### src/rtl/dobby_bus_fifo_periph_pkg.sv
// Shared definitions for the dobby bus FIFO peripheral: register map,
// STATUS/CTRL bit positions, bus FSM encodings and the latched request.
package dobby_bus_fifo_periph_pkg;

  // Register select is byte-offset[3:2]; offset[1:0] is don't-care.
  localparam logic [1:0] REG_DATA   = 2'd0;
  localparam logic [1:0] REG_STATUS = 2'd1;
  localparam logic [1:0] REG_CTRL   = 2'd2;
  localparam logic [1:0] REG_IRQ    = 2'd3;

  localparam int ST_RX_EMPTY   = 0;
  localparam int ST_RX_FULL    = 1;
  localparam int ST_TX_EMPTY   = 2;
  localparam int ST_TX_FULL    = 3;
  localparam int ST_TX_OVF     = 8;
  localparam int ST_RX_UDF     = 9;
  localparam int ST_RX_CNT_LSB = 12;
  localparam int ST_TX_CNT_LSB = 16;

  localparam int CTRL_LB      = 0;
  localparam int CTRL_IRQ0_EN = 1;
  localparam int CTRL_IRQ1_EN = 2;

  localparam logic [1:0] S_IDLE = 2'd0;
  localparam logic [1:0] S_WAIT = 2'd1;
  localparam logic [1:0] S_ACK  = 2'd2;
  localparam logic [1:0] S_TURN = 2'd3;

  typedef struct packed {
    logic       we;
    logic       hit;
    logic [1:0] reg_sel;
    logic [9:0] wdata;
  } bus_req_t;

endpackage

### src/rtl/dobby_bus_fifo_periph_if.sv
// Target-side SoC bus bundle; names keep the _i/_o sense as seen by the peripheral.
interface dobby_bus_fifo_periph_if;
  logic        bus_en_i;
  logic        bus_we_i;
  logic [1:0]  bus_size_i;
  logic [15:0] bus_addr_i;
  logic [31:0] bus_write_data_i;
  logic        bus_rdy_o;
  logic [31:0] bus_read_data_o;

  modport master (
    output bus_en_i, bus_we_i, bus_size_i, bus_addr_i, bus_write_data_i,
    input  bus_rdy_o, bus_read_data_o
  );

  modport slave (
    input  bus_en_i, bus_we_i, bus_size_i, bus_addr_i, bus_write_data_i,
    output bus_rdy_o, bus_read_data_o
  );
endinterface

### src/rtl/dobby_sync_fifo.sv
// Single-clock FIFO; push when full and pop when empty are silently blocked.
module dobby_sync_fifo #(
  parameter int DATA_W = 8,
  parameter int DEPTH  = 8
) (
  input  logic                     clk_i,
  input  logic                     rst_i,
  input  logic                     push_i,
  input  logic [DATA_W-1:0]        din_i,
  input  logic                     pop_i,
  output logic [DATA_W-1:0]        dout_o,
  output logic                     full_o,
  output logic                     empty_o,
  output logic [$clog2(DEPTH):0]   count_o
);
  localparam int AW    = $clog2(DEPTH);
  localparam int CNT_W = AW + 1;

  logic [DATA_W-1:0] mem_q [DEPTH];
  logic [AW-1:0]     wr_ptr_q, wr_ptr_d, rd_ptr_q, rd_ptr_d;
  logic [CNT_W-1:0]  cnt_q, cnt_d;
  logic              do_push, do_pop;

  assign full_o  = (cnt_q == CNT_W'(DEPTH));
  assign empty_o = (cnt_q == '0);
  assign count_o = cnt_q;
  assign dout_o  = mem_q[rd_ptr_q];
  assign do_push = push_i & ~full_o;
  assign do_pop  = pop_i & ~empty_o;

  // Pointers wrap for free because DEPTH is a power of two.
  always_comb begin
    wr_ptr_d = wr_ptr_q;
    rd_ptr_d = rd_ptr_q;
    cnt_d    = cnt_q;
    if (do_push) wr_ptr_d = wr_ptr_q + AW'(1);
    if (do_pop)  rd_ptr_d = rd_ptr_q + AW'(1);
    case ({do_push, do_pop})
      2'b10:   cnt_d = cnt_q + CNT_W'(1);
      2'b01:   cnt_d = cnt_q - CNT_W'(1);
      default: cnt_d = cnt_q;
    endcase
  end

  always_ff @(posedge clk_i or posedge rst_i) begin
    if (rst_i) begin
      wr_ptr_q <= '0;
      rd_ptr_q <= '0;
      cnt_q    <= '0;
    end else begin
      wr_ptr_q <= wr_ptr_d;
      rd_ptr_q <= rd_ptr_d;
      cnt_q    <= cnt_d;
    end
  end

  always_ff @(posedge clk_i) begin
    if (do_push) mem_q[wr_ptr_q] <= din_i;
  end
endmodule

### src/rtl/dobby_bus_fifo_periph.sv
// Bus target with a 16-byte register window fronting TX/RX byte FIFOs,
// a loopback path, two interrupt lines and a valid/ready byte-stream bridge.
module dobby_bus_fifo_periph
  import dobby_bus_fifo_periph_pkg::*;
#(
  parameter logic [15:0] BASE_ADDR   = 16'h8000,
  parameter int          FIFO_DEPTH  = 8,
  parameter int          WAIT_STATES = 1
) (
  input  logic                    clk_i,
  input  logic                    a_reset_h_i,
  dobby_bus_fifo_periph_if.slave  bus,
  output logic [1:0]              intr_h_o,
  input  logic [1:0]              intr_ack_i,
  output logic [7:0]              tx_data_o,
  output logic                    tx_valid_o,
  input  logic                    tx_ready_i,
  input  logic [7:0]              rx_data_i,
  input  logic                    rx_valid_i,
  output logic                    rx_ready_o
);
  localparam int CNT_W = $clog2(FIFO_DEPTH) + 1;
  localparam int WS_W  = $clog2(WAIT_STATES + 2);

  logic [1:0]      state_q, state_d;
  logic [WS_W-1:0] wait_cnt_q, wait_cnt_d;
  bus_req_t        req_q, req_d;
  logic [2:0]      ctrl_q, ctrl_d;
  logic [1:0]      pend_q, pend_d, irq_q, irq_d, irq_set, irq_clr;
  logic            tx_ovf_q, tx_ovf_d, rx_udf_q, rx_udf_d;
  logic            live_q;

  logic             tx_push, tx_pop, tx_full, tx_empty;
  logic             rx_push, rx_pop, rx_full, rx_empty;
  logic [7:0]       tx_head, rx_head, rx_din;
  logic [CNT_W-1:0] tx_cnt, rx_cnt;
  logic             acc, wr_acc, rd_acc, loopback, lb_move, st_w1c;
  logic [31:0]      rdata;
  logic             unused_bits;

  assign unused_bits = ^{bus.bus_size_i, bus.bus_addr_i[1:0], bus.bus_write_data_i[31:10]};

  // Bus FSM: IDLE -> [WAIT] -> ACK -> TURN; TURN ignores en so the master can drop it.
  always_comb begin
    state_d    = state_q;
    wait_cnt_d = wait_cnt_q;
    req_d      = req_q;
    case (state_q)
      S_IDLE: if (bus.bus_en_i) begin
        req_d = '{we:      bus.bus_we_i,
                  hit:     (bus.bus_addr_i[15:4] == BASE_ADDR[15:4]),
                  reg_sel: bus.bus_addr_i[3:2],
                  wdata:   bus.bus_write_data_i[9:0]};
        if (WAIT_STATES == 0) state_d = S_ACK;
        else begin
          state_d    = S_WAIT;
          wait_cnt_d = WS_W'(1);
        end
      end
      S_WAIT: begin
        if (wait_cnt_q == WS_W'(WAIT_STATES)) state_d = S_ACK;
        else wait_cnt_d = wait_cnt_q + WS_W'(1);
      end
      S_ACK:   state_d = S_TURN;
      default: state_d = S_IDLE;
    endcase
  end

  assign acc      = (state_q == S_ACK) & req_q.hit;
  assign wr_acc   = acc & req_q.we;
  assign rd_acc   = acc & ~req_q.we;
  assign st_w1c   = wr_acc & (req_q.reg_sel == REG_STATUS);
  assign loopback = ctrl_q[CTRL_LB];

  // Loopback steals both stream ports and moves one byte per cycle TX -> RX.
  assign lb_move    = loopback & ~tx_empty & ~rx_full;
  assign tx_valid_o = ~tx_empty & ~loopback;
  assign rx_ready_o = live_q & ~rx_full & ~loopback;
  assign tx_data_o  = tx_empty ? 8'h00 : tx_head;

  assign tx_push = wr_acc & (req_q.reg_sel == REG_DATA);
  assign tx_pop  = lb_move | (tx_valid_o & tx_ready_i);
  assign rx_push = lb_move | (rx_valid_i & rx_ready_o);
  assign rx_din  = loopback ? tx_head : rx_data_i;
  assign rx_pop  = rd_acc & (req_q.reg_sel == REG_DATA);

  dobby_sync_fifo #(.DATA_W(8), .DEPTH(FIFO_DEPTH)) u_tx_fifo (
    .clk_i(clk_i), .rst_i(a_reset_h_i), .push_i(tx_push), .din_i(req_q.wdata[7:0]),
    .pop_i(tx_pop), .dout_o(tx_head), .full_o(tx_full), .empty_o(tx_empty), .count_o(tx_cnt)
  );

  dobby_sync_fifo #(.DATA_W(8), .DEPTH(FIFO_DEPTH)) u_rx_fifo (
    .clk_i(clk_i), .rst_i(a_reset_h_i), .push_i(rx_push), .din_i(rx_din),
    .pop_i(rx_pop), .dout_o(rx_head), .full_o(rx_full), .empty_o(rx_empty), .count_o(rx_cnt)
  );

  // Edge detects are on the FIFO's next-state: a push into empty RX, or a
  // lone pop of the last TX byte. Set beats any clear in the same cycle.
  always_comb begin
    irq_set[0] = rx_empty & rx_push;
    irq_set[1] = (tx_cnt == CNT_W'(1)) & tx_pop & ~tx_push;
    irq_clr    = intr_ack_i |
                 ({2{wr_acc & (req_q.reg_sel == REG_IRQ)}} & req_q.wdata[1:0]);
    pend_d     = (pend_q & ~irq_clr) | irq_set;
    ctrl_d     = (wr_acc && req_q.reg_sel == REG_CTRL) ? req_q.wdata[2:0] : ctrl_q;
    irq_d      = pend_d & {ctrl_d[CTRL_IRQ1_EN], ctrl_d[CTRL_IRQ0_EN]};
    tx_ovf_d   = (tx_ovf_q & ~(st_w1c & req_q.wdata[8])) | (tx_push & tx_full);
    rx_udf_d   = (rx_udf_q & ~(st_w1c & req_q.wdata[9])) | (rx_pop & rx_empty);
  end

  always_comb begin
    rdata = '0;
    case (req_q.reg_sel)
      REG_DATA:   rdata[7:0] = rx_empty ? 8'h00 : rx_head;
      REG_STATUS: begin
        rdata[ST_RX_EMPTY]          = rx_empty;
        rdata[ST_RX_FULL]           = rx_full;
        rdata[ST_TX_EMPTY]          = tx_empty;
        rdata[ST_TX_FULL]           = tx_full;
        rdata[ST_TX_OVF]            = tx_ovf_q;
        rdata[ST_RX_UDF]            = rx_udf_q;
        rdata[ST_RX_CNT_LSB +: 4]   = 4'(rx_cnt);
        rdata[ST_TX_CNT_LSB +: 4]   = 4'(tx_cnt);
      end
      REG_CTRL:   rdata[2:0] = ctrl_q;
      default:    rdata[1:0] = pend_q;
    endcase
  end

  assign bus.bus_rdy_o       = (state_q == S_ACK);
  assign bus.bus_read_data_o = rd_acc ? rdata : 32'h0;
  assign intr_h_o            = irq_q;

  always_ff @(posedge clk_i or posedge a_reset_h_i) begin
    if (a_reset_h_i) begin
      state_q    <= S_IDLE;
      wait_cnt_q <= '0;
      req_q      <= '0;
      ctrl_q     <= '0;
      pend_q     <= '0;
      irq_q      <= '0;
      tx_ovf_q   <= 1'b0;
      rx_udf_q   <= 1'b0;
      live_q     <= 1'b0;
    end else begin
      state_q    <= state_d;
      wait_cnt_q <= wait_cnt_d;
      req_q      <= req_d;
      ctrl_q     <= ctrl_d;
      pend_q     <= pend_d;
      irq_q      <= irq_d;
      tx_ovf_q   <= tx_ovf_d;
      rx_udf_q   <= rx_udf_d;
      live_q     <= 1'b1;
    end
  end
endmodule

### src/flat_wrapper.sv
// flat-port wrapper written by rule: the top's interface ports become plain ports
module dobby_bus_fifo_periph_flat import dobby_bus_fifo_periph_pkg::*;
#(
  parameter logic [15:0] BASE_ADDR   = 16'h8000,
  parameter int          FIFO_DEPTH  = 8,
  parameter int          WAIT_STATES = 1
)
  (clk_i, a_reset_h_i, intr_h_o, intr_ack_i, tx_data_o, tx_valid_o, tx_ready_i, rx_data_i, rx_valid_i, rx_ready_o, bus_bus_en_i, bus_bus_we_i, bus_bus_size_i, bus_bus_addr_i, bus_bus_write_data_i, bus_bus_rdy_o, bus_bus_read_data_o);
  dobby_bus_fifo_periph_if bus_i ();
  input  logic clk_i;
  input  logic a_reset_h_i;
  output logic [1:0] intr_h_o;
  input  logic [1:0] intr_ack_i;
  output logic [7:0] tx_data_o;
  output logic tx_valid_o;
  input  logic tx_ready_i;
  input  logic [7:0] rx_data_i;
  input  logic rx_valid_i;
  output logic rx_ready_o;
  input wire logic [$bits(bus_i.bus_en_i)-1:0] bus_bus_en_i;
  input wire logic [$bits(bus_i.bus_we_i)-1:0] bus_bus_we_i;
  input wire logic [$bits(bus_i.bus_size_i)-1:0] bus_bus_size_i;
  input wire logic [$bits(bus_i.bus_addr_i)-1:0] bus_bus_addr_i;
  input wire logic [$bits(bus_i.bus_write_data_i)-1:0] bus_bus_write_data_i;
  output wire logic [$bits(bus_i.bus_rdy_o)-1:0] bus_bus_rdy_o;
  output wire logic [$bits(bus_i.bus_read_data_o)-1:0] bus_bus_read_data_o;
  assign bus_i.bus_en_i = bus_bus_en_i;
  assign bus_i.bus_we_i = bus_bus_we_i;
  assign bus_i.bus_size_i = bus_bus_size_i;
  assign bus_i.bus_addr_i = bus_bus_addr_i;
  assign bus_i.bus_write_data_i = bus_bus_write_data_i;
  assign bus_bus_rdy_o = bus_i.bus_rdy_o;
  assign bus_bus_read_data_o = bus_i.bus_read_data_o;
  dobby_bus_fifo_periph #(.BASE_ADDR(BASE_ADDR), .FIFO_DEPTH(FIFO_DEPTH), .WAIT_STATES(WAIT_STATES)) u_core (.clk_i(clk_i), .a_reset_h_i(a_reset_h_i), .bus(bus_i), .intr_h_o(intr_h_o), .intr_ack_i(intr_ack_i), .tx_data_o(tx_data_o), .tx_valid_o(tx_valid_o), .tx_ready_i(tx_ready_i), .rx_data_i(rx_data_i), .rx_valid_i(rx_valid_i), .rx_ready_o(rx_ready_o));
endmodule
### config.mk
export PLATFORM = sky130hd
export DESIGN_NAME = dobby_bus_fifo_periph_flat
export DESIGN_NICKNAME = d
export VERILOG_FILES = /design/src/rtl/dobby_bus_fifo_periph_pkg.sv /design/src/rtl/dobby_bus_fifo_periph_if.sv /design/src/rtl/dobby_sync_fifo.sv /design/src/rtl/dobby_bus_fifo_periph.sv /design/src/flat_wrapper.sv
export SDC_FILE = /design/constraint.sdc
export NUM_CORES = 1
export LEC_CHECK = 0
export ABC_CLOCK_PERIOD_IN_PS = 3210
export CAP_MARGIN = 20
export CORE_MARGIN = 2
export CORE_UTILIZATION = 55
export CTS_CLUSTER_SIZE = 10
export DETAILED_ROUTE_END_ITERATION = 7
export HOLD_SLACK_MARGIN = 0.08
export PLACE_DENSITY = 0.9
export RECOVER_POWER = 25
export SYNTH_ARGS = -nofsm -noshare
export SYNTH_HDL_FRONTEND = slang
export SYNTH_SLANG_ARGS = --single-unit
### constraint.sdc
create_clock -name clk_i -period 3.21 [get_ports clk_i]
set_clock_uncertainty 0.2 [all_clocks]
set_input_delay 0.642 -clock clk_i [delete_from_list [all_inputs] [get_ports clk_i]]
set_output_delay 0.642 -clock clk_i [all_outputs]
set_load 0.005 [all_outputs]
==> impl_metrics.csv <==
group,metric,value,unit
status,status,"completed",
die,num_io_pins,111,
worst_setup_path,crit_path_max_fanout,10,
global_route,grt_max_degree,49,
clock_network,htreeDepth,4,
final_layout,drive_gt1_frac,0.244,
clock_network,cts_buffers,17,
pwr,p_switching,2.22,mW
worst_setup_path,reg2reg_from,"u_core.u_tx_fifo.count_o[1]",
sta,worst_hold_slack,0.329,ns
sta,worst_pin_slew,1.20,ns
worst_setup_path,crit_type,"reg -> out",
place,pre_cts_ws,0.176,ns
clock_network,cts_sinks,176,
clock_network,clk_path_buf_depth,2,
worst_setup_path,critPathLaunch,"u_core.u_rx_fifo.count_o[1]",
job,drv_cap,0,
final_layout,multi_input_area,2590,um^2
pwr,powerDensity,757,nW/um^2
pwr,p_int,5.07,mW
pwr,power_frac_comb,0.259,
synthesis,synth.most_common_cell,"edfxtp_1",
die,die_h,123,um
place,numPortBuffers,70,
synthesis,ys_ff_latch,176,
route,dr_total_vias,4851,
final_layout,final_cell_area,9630,um^2
worst_setup_path,cp.arrival,2.34,ns
worst_setup_path,cp-end-kind,"output pin",
synthesis,ys_warn_count,0,
synthesis,ys_types,60,
synthesis,synth_edf_count,128,
route,avgRoutedWirePerCell,22.4,um
global_route,grt.overflow.total,0,
synthesis,mappedNetlistArea,7760,um^2
place,dp_hpwl,10700,um
global_route,grt_use_total,0.237,
clock_network,cts_tree,"yes",
synthesis,postSynthAreaPerCell,15.6,um^2
synthesis,synth_common_cells,"edfxtp_1, dfrtp_1, nor2_1",
worst_setup_path,startpoint_type,"flop",
global_route,grt_pass1_vias,4844,
sta,hold_violations,0,
synthesis,ys_dominant_reg_cell,"edfxtp_1",
place,gp_congestion,0.870,
clock_network,cts_hold_buf,0,
route,postRouteWirelength,18000,um
global_route,antenna_found_initial,0,
final_layout,seqCellArea,5050,um^2
sta,fmax,314,MHz
pwr,power.share.clock,0.278,
die,core,13800,um^2
sta,layout_min_cycle_time,3.19,ns
final_layout,nets,696,
die,die_w,123,um
synthesis,syn_inst,497,
die,start_util,0.561,
sta,worst_slack,0.0239,ns
route,firstDrtPassIters,7,
pwr,power,7.29,mW
die,die-area,15100,um^2
worst_hold_path,hold_class,"reg -> reg",
global_route,grt_pass1_wl,25600,um
die,placementRows,43,
synthesis,synthTopCellsByArea,"edfxtp_1, dfrtp_1, mux4_2",
sta,drv_slew,0,
route,viasPerCell,6.02,
final_layout,diodes,0,
route,drtAntennaViolNets,0,
pwr,switching_share,0.305,
worst_setup_path,crit_required,2.37,ns
final_layout,fin_util,0.696,
synthesis,synth.largest_area_cell,"edfxtp_1",
final_layout,fillers,828,
sta,setup_viol,0,
pwr,p_leak,3.74,nW
pwr,p_seq_frac,0.463,
clock_network,clk_pin_slew,0.06,ns
place,place_area,8780,um^2
pwr,ir_drop,0.000388,V
sta,period_share,0.993,
final_layout,area_growth,24.1,%
synthesis,postSynth.asyncResetShare,0.273,
clock_network,clock_latency,0.43,ns
synthesis,yosysTopAreaCellShare,0.495,
clock_network,clockRootBuffer,"clkbuf_16",
sta,slew_headroom,0.198,
route,drt_iter0_drc,527,
route,drc,0,
worst_hold_path,hp-start,"u_core.req_q[9]",
synthesis,yosysSeqAreaShare,0.650,
[cells in the final DEF, fill, tap and decap left out, drive strengths merged, types with 9 or more instances in the layout]
master,synthesis,layout
xor2,9,9
clkdlybuf4s50,0,57
and3,11,11
mux2,23,23
ha,16,16
nor2,43,43
nand2,24,24
o21ai,10,10
inv,10,9
a21oi,16,16
clkbuf,6,21
dfrtp,48,48
buf,29,48
edfxtp,128,128
mux4,30,30
clkinv,0,10
mux2i,21,21
nor3,10,10
dlymetal6s2s,0,9
conb,2,15
[layer usage]
layer | part of all wire | global-route usage
met5 | 0 | 0
met4 | 0.031 | 0.107
met3 | 0.067 | 0.0576
met2 | 0.54 | 0.408
met1 | 0.37 | 0.282
[worst max-delay path, stage by stage (launching register included)]
cell             delay [ns]
dfrtp_1                0.56
nor4_4                 0.48
nor2_1                 0.17
nand2_4                0.18
nor2_1                 0.07
clkdlybuf4s50_1        0.44
[flip-flops by register name, indices dropped and copies added, names as in the netlist, 2 cells and up]
name,cells
u_core.req_q,14
u_core.u_rx_fifo.mem_q,64
u_core.wait_cnt_q,2
u_core.u_tx_fifo.count_o,4
u_core.u_tx_fifo.wr_ptr_q,3
u_core.intr_h_o,2
u_core.state_q,2
u_core.pend_q,2
u_core.u_rx_fifo.wr_ptr_q,3
u_core.u_tx_fifo.rd_ptr_q,3
u_core.ctrl_q,3
u_core.u_rx_fifo.rd_ptr_q,3
u_core.u_rx_fifo.count_o,4
u_core.u_tx_fifo.mem_q,64
[final cells by class]
class                           instances  area share
Timing Repair Buffer                  120       0.119
Tap cell                              180      0.0234
Clock buffer                           19      0.0450
Sequential cell                       176       0.525
Multi-Input combinational cell        289       0.269
Clock inverter                         12      0.0149
Inverter                               10     0.00390
[power by group through the flow]
| stage | clock network, mW | registers, mW | logic [mW] |
|---|---|---|---|
| 5_1_grt | 2.13 | 3.41 | 2.03 |
| 3_5_place_dp | 0 | 3.33 | 1.65 |
| 6_report | 2.02 | 3.37 | 1.89 |
| 2_1_floorplan | 0 | 3.09 | 1.24 |
| 4_1_cts | 2.05 | 3.31 | 1.71 |
| 3_3_place_gp | 0 | 3.28 | 1.57 |
[through the flow]
stage / setup TNS, ns / std cells
floorplan: 0 / 510
global placement: 0 / 757
detailed placement: 0 / 757
CTS: 0 / 800
global route: -0.548 / 806
finish: 0 / 806
[logic make-up after synthesis]
kind of cell / count (synthesis) / synth area share
adder cells (fa/ha/maj): 16 / 0.0258
XOR/XNOR: 17 / 0.0192
AO/OA/AOI/OAI: 41 / 0.0326
buffers and inverters: 45 / 0.0335
other: 2 / 0.000968
multiplexers: 74 / 0.149
flip-flops: 176 / 0.650
AND/OR/NAND/NOR: 126 / 0.0892
[repair_timing]
| action | in CTS | in global routing |
|---|---|---|
| pin swaps | 1 | 1 |
| cloned | 1 | 1 |
| gates resized for setup | 17 | 23 |
| buffers inserted | 11 | 5 |
| setup endpoints to repair | 26 | 26 |
[path summary, 6_finish.rpt]
check                           cells past startpoint  slack (ns)                           end
worst max-delay path                                5        0.02        bus_bus_read_data_o[7]
worst max register to register                     11        0.04   u_core.u_rx_fifo.count_o[3]
max in group asynchronous                           3        1.14  u_core.u_rx_fifo.rd_ptr_q[1]
worst min-delay path                                1        0.33               u_core.req_q[9]
min in group asynchronous                           3        0.85               u_core.req_q[2]
worst min register to register                      1        0.33               u_core.req_q[9]
Note: power is estimated with default switching activity, not from simulation.
